`config.mk`:
```
export PLATFORM = sky130hd
export DESIGN_NAME = uart_tx_frame
export DESIGN_NICKNAME = d
export VERILOG_FILES = /design/src/rtl/uart_tx_frame.sv
export SDC_FILE = /design/constraint.sdc
export NUM_CORES = 1
export LEC_CHECK = 0
export ABC_AREA = 0
export BUFFER_PORTS_ARGS = -buffer_cell sky130_fd_sc_hd__buf_2
export CAP_MARGIN = 5
export CORE_ASPECT_RATIO = 0.6
export CORE_MARGIN = 1.5
export CORE_UTILIZATION = 35
export CTS_BUF_LIST = sky130_fd_sc_hd__clkbuf_4 sky130_fd_sc_hd__clkbuf_8
export DETAILED_ROUTE_END_ITERATION = 10
export GPL_TIMING_DRIVEN = 0
export HOLD_SLACK_MARGIN = 0.15
export PLACE_DENSITY = 0.65
export SLEW_MARGIN = 20
export SYNTH_ARGS = -nofsm -noshare
export SYNTH_HDL_FRONTEND = slang
export SYNTH_SLANG_ARGS = --single-unit
```
`constraint.sdc`:
```
create_clock -name clk -period 2.91 [get_ports clk]
set_input_delay 0.582 -clock clk [delete_from_list [all_inputs] [get_ports clk]]
set_output_delay 0.582 -clock clk [all_outputs]
set_load 0.01 [all_outputs]
```
`src/rtl/uart_tx_frame.sv`:
```
// UART transmitter: serialises one word per frame (start, LSB-first data,
// optional parity, 1 or 2 stop bits), paced by an upstream baud_en strobe.
module uart_tx_frame #(
  parameter int DATA_BITS = 8,
  parameter int PARITY    = 0,
  parameter int STOP_BITS = 1
) (
  input  logic                 clk,
  input  logic                 reset,
  input  logic                 baud_en,
  input  logic [DATA_BITS-1:0] tx_data,
  input  logic                 tx_valid,
  output logic                 tx_ready,
  output logic                 tx,
  output logic                 busy,
  output logic                 tx_done
);

  localparam int CNT_W = (DATA_BITS > 1) ? $clog2(DATA_BITS) : 1;
  localparam logic [CNT_W-1:0] CNT_LAST = CNT_W'(DATA_BITS - 1);

  typedef enum logic [2:0] {
    S_IDLE,
    S_WAIT,
    S_START,
    S_DATA,
    S_PAR,
    S_STOP,
    S_STOP2
  } state_t;

  state_t               state_q;
  logic [DATA_BITS-1:0] shift_q;
  logic [CNT_W-1:0]     cnt_q;
  logic                 par_q;
  logic                 tx_q;
  logic                 busy_q;
  logic                 done_q;
  logic                 par_d;

  // Parity is fixed at accept time so the host may change tx_data mid-frame.
  assign par_d = (PARITY == 1) ? ~^tx_data : ^tx_data;

  always_ff @(posedge clk or posedge reset) begin
    if (reset) begin
      state_q <= S_IDLE;
      shift_q <= '0;
      cnt_q   <= '0;
      par_q   <= 1'b0;
      tx_q    <= 1'b1;
      busy_q  <= 1'b0;
      done_q  <= 1'b0;
    end else begin
      done_q <= 1'b0;
      case (state_q)
        S_IDLE: begin
          tx_q <= 1'b1;
          if (tx_valid) begin
            shift_q <= tx_data;
            par_q   <= par_d;
            busy_q  <= 1'b1;
            state_q <= S_WAIT;
          end
        end
        // WAIT aligns the start bit to a full baud period.
        S_WAIT: begin
          if (baud_en) begin
            tx_q    <= 1'b0;
            state_q <= S_START;
          end
        end
        S_START: begin
          if (baud_en) begin
            tx_q    <= shift_q[0];
            cnt_q   <= '0;
            state_q <= S_DATA;
          end
        end
        S_DATA: begin
          if (baud_en) begin
            shift_q <= shift_q >> 1;
            if (cnt_q < CNT_LAST) begin
              tx_q  <= shift_q[1];
              cnt_q <= cnt_q + CNT_W'(1);
            end else if (PARITY != 0) begin
              tx_q    <= par_q;
              state_q <= S_PAR;
            end else begin
              tx_q    <= 1'b1;
              state_q <= S_STOP;
            end
          end
        end
        S_PAR: begin
          if (baud_en) begin
            tx_q    <= 1'b1;
            state_q <= S_STOP;
          end
        end
        S_STOP: begin
          if (baud_en) begin
            tx_q <= 1'b1;
            if (STOP_BITS == 2) begin
              state_q <= S_STOP2;
            end else begin
              busy_q  <= 1'b0;
              done_q  <= 1'b1;
              state_q <= S_IDLE;
            end
          end
        end
        S_STOP2: begin
          if (baud_en) begin
            tx_q    <= 1'b1;
            busy_q  <= 1'b0;
            done_q  <= 1'b1;
            state_q <= S_IDLE;
          end
        end
        default: begin
          tx_q    <= 1'b1;
          busy_q  <= 1'b0;
          state_q <= S_IDLE;
        end
      endcase
    end
  end

  assign tx_ready = (state_q == S_IDLE);
  assign tx       = tx_q;
  assign busy     = busy_q;
  assign tx_done  = done_q;

endmodule

```
==> flow_metrics.tcl, run 1 <==
set metrics [dict create \
    status "complete, no violations" \
    critPathArrivalTime_ps 1660 \
    core_area_um2 2560 \
    placedInstanceArea_um2 1080 \
    multiInputGateArea_um2 488 \
    post_cts_buffers 0 \
    clkPwrFrac_pct 17.5 \
    routabilityCongestion 0.767 \
    layout-drive-gt1-share_pct 37.9 \
    grt_overflow 0 \
    switching_share_pct 32.8 \
    p_int_w 0.000682 \
    regArea_um2 427 \
    ys_types 32 \
    diodes 0 \
    drt-initial-drc-count 14 \
    fillers 254 \
    cts_resized 0 \
    root_buffer "clkbuf_8" \
    combPwrFrac_pct 44.1 \
    worst-path-max-fanout 10 \
    numClockSinks 17 \
    seqPwrFrac_pct 38.4 \
    area_delta_synth_final_pct 16.8 \
    hold_viol 0 \
    worst_clock_skew_ps 4.28 \
    dp.cells 131 \
    rr_worst_depth 4 \
    finalSetupTns_ps 0 \
    grt_pass1_wl_mm 3.04 \
    crit_required_ps 2330 \
    wire_per_inst_um 13.6 \
    switchingPower_w 0.000332 \
    final_cells 135 \
    hp-class "in2async" \
    vias 686 \
    worstSkewPairLatency_ps 250 \
    ir_drop_uv 268 \
    track_usage_pct 13.3 \
    setup_viol 0 \
    slew_violations 0 \
    fmax_mhz 447 \
    hpwl_mm 1.37 \
    drt-total-wl_mm 1.84 \
    path_class "reg2out" \
    design.die.area_um2 3090 \
    die_w_um 70.7 \
    leakagePower_nw 0.557 \
    ios 16 \
    pwr_density_cell_nw_per_um2 902 \
    fin_crit_sh_pct 76.9 \
    synthesis.area_um2 963 \
    fin_nets 117 \
    fin_area_um2 1120 \
    die_h_um 43.6 \
    ys_warn_count 0 \
    vias_per_cell 5.08 \
    synth_seq_cells 17 \
    clk_pin_slew_ps 70 \
    cts_buffers 3 \
    start_kind "flip-flop" \
    initial_core_util_pct 37.7 \
    ys_seq_area_share_pct 44.3 \
    syn_area_per_cell_um2 11.5 \
    drc 0 \
    first_pass_iters 3 \
    cts_hold_buf 0 \
    grt_max_degree 18 \
    whs_ps 406 \
    worst_pin_slew_ps 650 \
    clock_path_buffers 2 \
    r2r_slack_ps 1240 \
    r2r_end "shift_q[7]" \
    reg2reg_from "state_q[1]" \
    cts_tree "yes" \
    postRouteAntennaNets 0 \
    antenna_found_initial 0 \
    maxCapViolCount 0 \
    fp-row-count 14 \
    synthCells 84 \
    portBuffers 15 \
    grt_pass1_vias 623 \
    end_kind "primary output" \
    cts_max_level 1 \
    relSlewSlack_pct 56.6 \
    rsz0062_at_grt "no" \
    synth_fp_nets 97 \
    layout_min_cycle_time_ps 2240 \
]
==> through the flow <==
stage	utilization, %	worst slack [ps]	total power (W)
3_5_place_dp	42.2	958	0.000846
6_report	44.0	671	0.00101
3_3_place_gp	42.2	992	0.000824
2_1_floorplan	-	1230	0.000752
4_1_cts	44.0	651	0.00103
5_1_grt	44.0	561	0.00109
==> final cells by class <==
class	count	area share, %
flip-flops and latches	17	37.9
multi-input cells	56	43.4
plain buffers	5	2.34
inverters	6	2.00
clock inverters	1	0.445
well taps	32	3.56
clock buffers	3	3.67
repair buffers	15	6.67
==> power by group through the flow <==
stage          clock, W  combinational, W  sequential [W]
6_report       0.000178          0.000448        0.000389
5_1_grt        0.000199          0.000488        0.000402
4_1_cts        0.000185          0.000453        0.000389
3_5_place_dp          0          0.000452        0.000393
3_3_place_gp          0          0.000435        0.000389
2_1_floorplan         0          0.000369        0.000383
==> layout by cell type, fill, tap and decap left out, types with 2 or more instances in the layout <==
master and count:
mux2_4 11, dfrtp_1 16, mux2i_1 3, and3b_1 2, a31o_2 2, o21ai_0 3, buf_2 15, inv_1 6
clkbuf_1 3, a221oi_1 2, a21oi_1 5, nand2_1 5, a21o_1 2, clkbuf_8 3, nand3_1 2, and3_1 3
nor3_1 2
==> how the worst max path moves through the flow <==
stage               startpoint         end  depth (start not counted)
floorplan             tx_valid  shift_q[1]                          3
global placement    state_q[1]    tx_ready                          3
detailed placement  state_q[1]    tx_ready                          3
CTS                 state_q[1]    tx_ready                          3
global route        state_q[1]    tx_ready                          3
finish              state_q[1]    tx_ready                          3
==> state kept, by name, summed over array words and instances, names as in the netlist <==
name / flops
busy: 1
tx_done: 1
tx: 1
shift_q: 8
state_q: 3
cnt_q: 3
==> cells by family (layout without fill, tap and decap cells) <==
| logic type | Yosys count | in the layout | share of synthesized area, % |
|---|---|---|---|
| AO/OA/AOI/OAI | 19 | 19 | 14.9 |
| buffers and inverters | 11 | 30 | 5.06 |
| multiplexers | 15 | 15 | 21.4 |
| flip-flops | 17 | 17 | 44.3 |
| adder cells (fa/ha/maj) | 1 | 1 | 1.30 |
| AND/OR/NAND/NOR | 20 | 20 | 12.1 |
| XOR/XNOR | 1 | 1 | 0.909 |
==> cell usage after synthesis <==
library cell / count / area share, %
buf_6: 1 / 1.2
or3b_4: 1 / 1.2
o211a_1: 1 / 1.0
xor2_1: 1 / 0.91
mux2i_1: 3 / 3.1
clkbuf_1: 3 / 1.2
a21oi_1: 5 / 2.6
inv_1: 6 / 2.3
nor3_1: 2 / 1.0
a21bo_2: 1 / 1.0
a21oi_4: 1 / 1.7
and3_1: 3 / 1.9
dfrtp_1: 16 / 42
or2_2: 1 / 0.65
a31o_2: 2 / 1.8
nor2_1: 1 / 0.39
ha_1: 1 / 1.3
nor4_1: 1 / 0.65
nand4_1: 1 / 0.65
a41oi_1: 1 / 0.91
o2bb2ai_1: 1 / 0.91
a221oi_1: 2 / 1.8
nand3_1: 2 / 1.0
and3b_1: 2 / 1.8
nand2_1: 5 / 1.9
mux2_4: 11 / 17
a21o_1: 2 / 1.6
dfstp_2: 1 / 2.7
nand3b_1: 1 / 0.78
o21ai_0: 3 / 1.6
buf_1: 1 / 0.39
mux2_2: 1 / 1.2
==> per-layer routing <==
| metal | track usage [%] | vias up | share of wire [%] |
|---|---|---|---|
| li1 | - | 347 | - |
| met5 | 0 | - | 0 |
| met4 | 3.40 | 0 | 0.54 |
| met1 | 18.9 | 322 | 56 |
| met2 | 18.1 | 14 | 37 |
| met3 | 6.51 | 3 | 6.4 |
==> worst max-delay path, cell delays in order, from the launching register on <==
cell     delay, ps
dfrtp_1        400
buf_1          230
nor3_1         540
buf_2          230
No activity file was read; power rests on OpenSTA's default activity.
==> inputs of run 2 (changes only) <==
--- a/config.mk
+++ b/config.mk
@@ -5,7 +5,7 @@
 export SDC_FILE = /design/constraint.sdc
 export NUM_CORES = 1
 export LEC_CHECK = 0
-export ABC_AREA = 0
+export ABC_AREA = 1
 export BUFFER_PORTS_ARGS = -buffer_cell sky130_fd_sc_hd__buf_2
 export CAP_MARGIN = 5
 export CORE_ASPECT_RATIO = 0.6
@@ -15,7 +15,7 @@
 export DETAILED_ROUTE_END_ITERATION = 10
 export GPL_TIMING_DRIVEN = 0
 export HOLD_SLACK_MARGIN = 0.15
-export PLACE_DENSITY = 0.65
+export PLACE_DENSITY = 0.67
 export SLEW_MARGIN = 20
 export SYNTH_ARGS = -nofsm -noshare
 export SYNTH_HDL_FRONTEND = slang
==> constraint.sdc (replaced) <==
create_clock -name clk -period 1.81 [get_ports clk]
set_input_delay 0.362 -clock clk [delete_from_list [all_inputs] [get_ports clk]]
set_output_delay 0.362 -clock clk [all_outputs]
set_load 0.01 [all_outputs]
==> run 2 against run 1 <==
Critical path depth up 1. Synthesized cell count up 65%. Routed wire length grew 15%. Final cell count increased by 41%. Hold slack got worse by 210 ps. Critical path type unchanged. Register-to-register slack lost 880 ps. Critical endpoint unchanged. Combinational power up 130%. Power is 95% higher. First-iteration DRC count grew to 2.7 times the previous value.
==> flow_metrics.tcl, run 2 <==
set metrics [dict create \
    grt_overflow 0 \
    final_util_pct 44.6 \
    start_kind "flip-flop" \
    relSlewSlack_pct 56.6 \
    synth.most_common_cell "nand2_1" \
    synth_edf_count 0 \
    ys.flop_type "dfrtp_1" \
    fp-row-count 14 \
    fmax_mhz 620 \
    layout_common_cells "nand2_1 (70), dfrtp_1 (16), buf_2 (15)" \
    dp.cells 186 \
    cts_tree "yes" \
    cts_max_level 1 \
    synthCells 139 \
    end_kind "primary output" \
    clk_pin_slew_ps 60 \
    grt_pass1_vias 799 \
    portBuffers 15 \
    cts_buffers 3 \
    yosys-top-cells-count "nand2_1 (70), dfrtp_1 (16), nand3_1 (10)" \
    synth_seq_cells 17 \
    grt_max_degree 18 \
    top_regs "shift_q x8, cnt_q x3, state_q x3" \
    synthesis.area_um2 1000 \
    initial_core_util_pct 38.3 \
    ys_types 22 \
    drt-total-wl_mm 2.11 \
    diodes 0 \
    clock_path_buffers 2 \
    wire_per_inst_um 11.1 \
    setup_viol 0 \
    crit_required_ps 1450 \
    r2r_slack_ps 360 \
    vias_per_cell 4.74 \
    slew_violations 0 \
    hold_viol 0 \
    core_area_um2 2610 \
    layout_min_cycle_time_ps 1610 \
    routabilityCongestion 0.847 \
    cts_resized 0 \
    hpwl_mm 1.63 \
    rr_worst_depth 9 \
    die_w_um 72.0 \
    yosysTopAreaCellShare_pct 40.1 \
    worstSkewPairLatency_ps 250 \
    status "complete, no violations" \
    fillers 258 \
    area_delta_synth_final_pct 16.4 \
    syn_area_per_cell_um2 7.19 \
    cts_hold_buf 0 \
    first_pass_iters 6 \
    drt-initial-drc-count 38 \
    numClockSinks 17 \
    maxCapViolCount 0 \
    final_cells 190 \
    ir_drop_uv 617 \
    vias 901 \
    track_usage_pct 14.8 \
    reg2reg_from "state_q[1]" \
    ys_top_cells_by_area "dfrtp_1 (40%), nand2_1 (26%), nand3_1 (5.0%), nand2_2 (3.1%), o21ai_1 (3.0%)" \
    regMostFlops "shift_q" \
    postSynth.asyncResetShare_pct 100 \
    leakagePower_nw 0.668 \
    worst-path-max-fanout 6 \
    postRouteAntennaNets 0 \
    pwr_density_cell_nw_per_um2 1700 \
    critPathArrivalTime_ps 1250 \
    post_cts_buffers 0 \
    design.die.area_um2 3200 \
    fin_crit_sh_pct 89.1 \
    rsz0062_at_grt "no" \
    finalSetupTns_ps 0 \
    drc 0 \
    worst_pin_slew_ps 651 \
    final_common_cell "nand2_1" \
    largest_register_ffs 8 \
    die_h_um 44.4 \
    ios 16 \
    synth_area_leader_cell "dfrtp_1" \
    ys_warn_count 0 \
    root_buffer "clkbuf_8" \
    grt_pass1_wl_mm 3.55 \
    synth_fp_nets 152 \
    fin_nets 172 \
    antenna_found_initial 0 \
    r2r_end "shift_q[2]" \
    worst_clock_skew_ps 0.598 \
    ys_seq_area_share_pct 42.7 \
    hp-class "in2async" \
    path_class "reg2out" \
    layout-drive-gt1-share_pct 24.7 \
]
==> run 2: cell count changes after synthesis, moves of 3 or more <==
cell      change
inv_2         +4
and3_1        -3
nand3_1       +8
nor2_2        +4
mux2_4       -11
mux2i_1       -3
o21ai_1       +6
nand2_1      +65
nand2_2       +5
a21oi_1       -3
clkbuf_1      -3
==> run 2: worst max-delay path, cell delays in order, from the launching register on <==
cell and delay, ps:
dfrtp_1 480, nor2_2 230, nand2_1 110, inv_2 70, buf_2 120
==> run 2: through the flow <==
step           setup WS, ps  hold WS, ps  cell area [um^2]  power, W
2_1_floorplan           585          287              1000   0.00145
6_report                198          194              1160   0.00198
3_3_place_gp            423          460              1110   0.00164
4_1_cts                 206          221              1160   0.00199
5_1_grt                93.3          271              1160   0.00217
3_5_place_dp            397          469              1110   0.00169
==> run 2: worst max path at each step <==
stage / cells after the start / endpoint / slack [ps] / startpoint
6_report: 4 / tx_ready / 200 / state_q[1]
5_1_grt: 4 / tx_ready / 90 / state_q[1]
4_1_cts: 4 / tx_ready / 210 / state_q[1]
3_5_place_dp: 9 / shift_q[2] / 400 / state_q[1]
3_3_place_gp: 9 / shift_q[5] / 420 / state_q[1]
2_1_floorplan: 9 / shift_q[0] / 580 / state_q[1]
==> run 2: final cells by class <==
class,count,area (um^2),area share (%)
flip-flops and latches,17,427,36.7
repair buffers,15,75.1,6.45
plain buffers,2,18.8,1.61
inverters,11,43.8,3.76
multi-input cells,109,510,43.9
well taps,32,40.0,3.44
clock buffers,4,48.8,4.19
==> run 2: power by group <==
part           switching [W]  leakage [nW]  internal, W
clock network       0.000123        0.0262     0.000171
logic               0.000657         0.428     0.000356
registers           0.000122         0.214     0.000550
total               0.000901         0.668      0.00108
==> run 2: cell families after synthesis <==
| kind of cell | after synthesis | share of synthesized area, % |
|---|---|---|
| compound gates | 11 | 6.01 |
| xor+xnor | 1 | 0.876 |
| fa+ha+maj | 1 | 1.25 |
| buf+inv | 13 | 6.26 |
| flops | 17 | 42.7 |
| simple gates | 96 | 42.9 |
==> run 2: per-layer routing <==
| metal | track usage [%] | vias to the layer above | wire length [um] | share of wire [%] |
|---|---|---|---|---|
| li1 | - | 466 | - | - |
| met1 | 19.8 | 403 | 1020 | 48 |
| met2 | 23.1 | 30 | 951 | 45 |
| met3 | 5.24 | 2 | 120 | 5.7 |
| met4 | 3.40 | 0 | 25 | 1.2 |
| met5 | 0 | - | 0 | 0 |
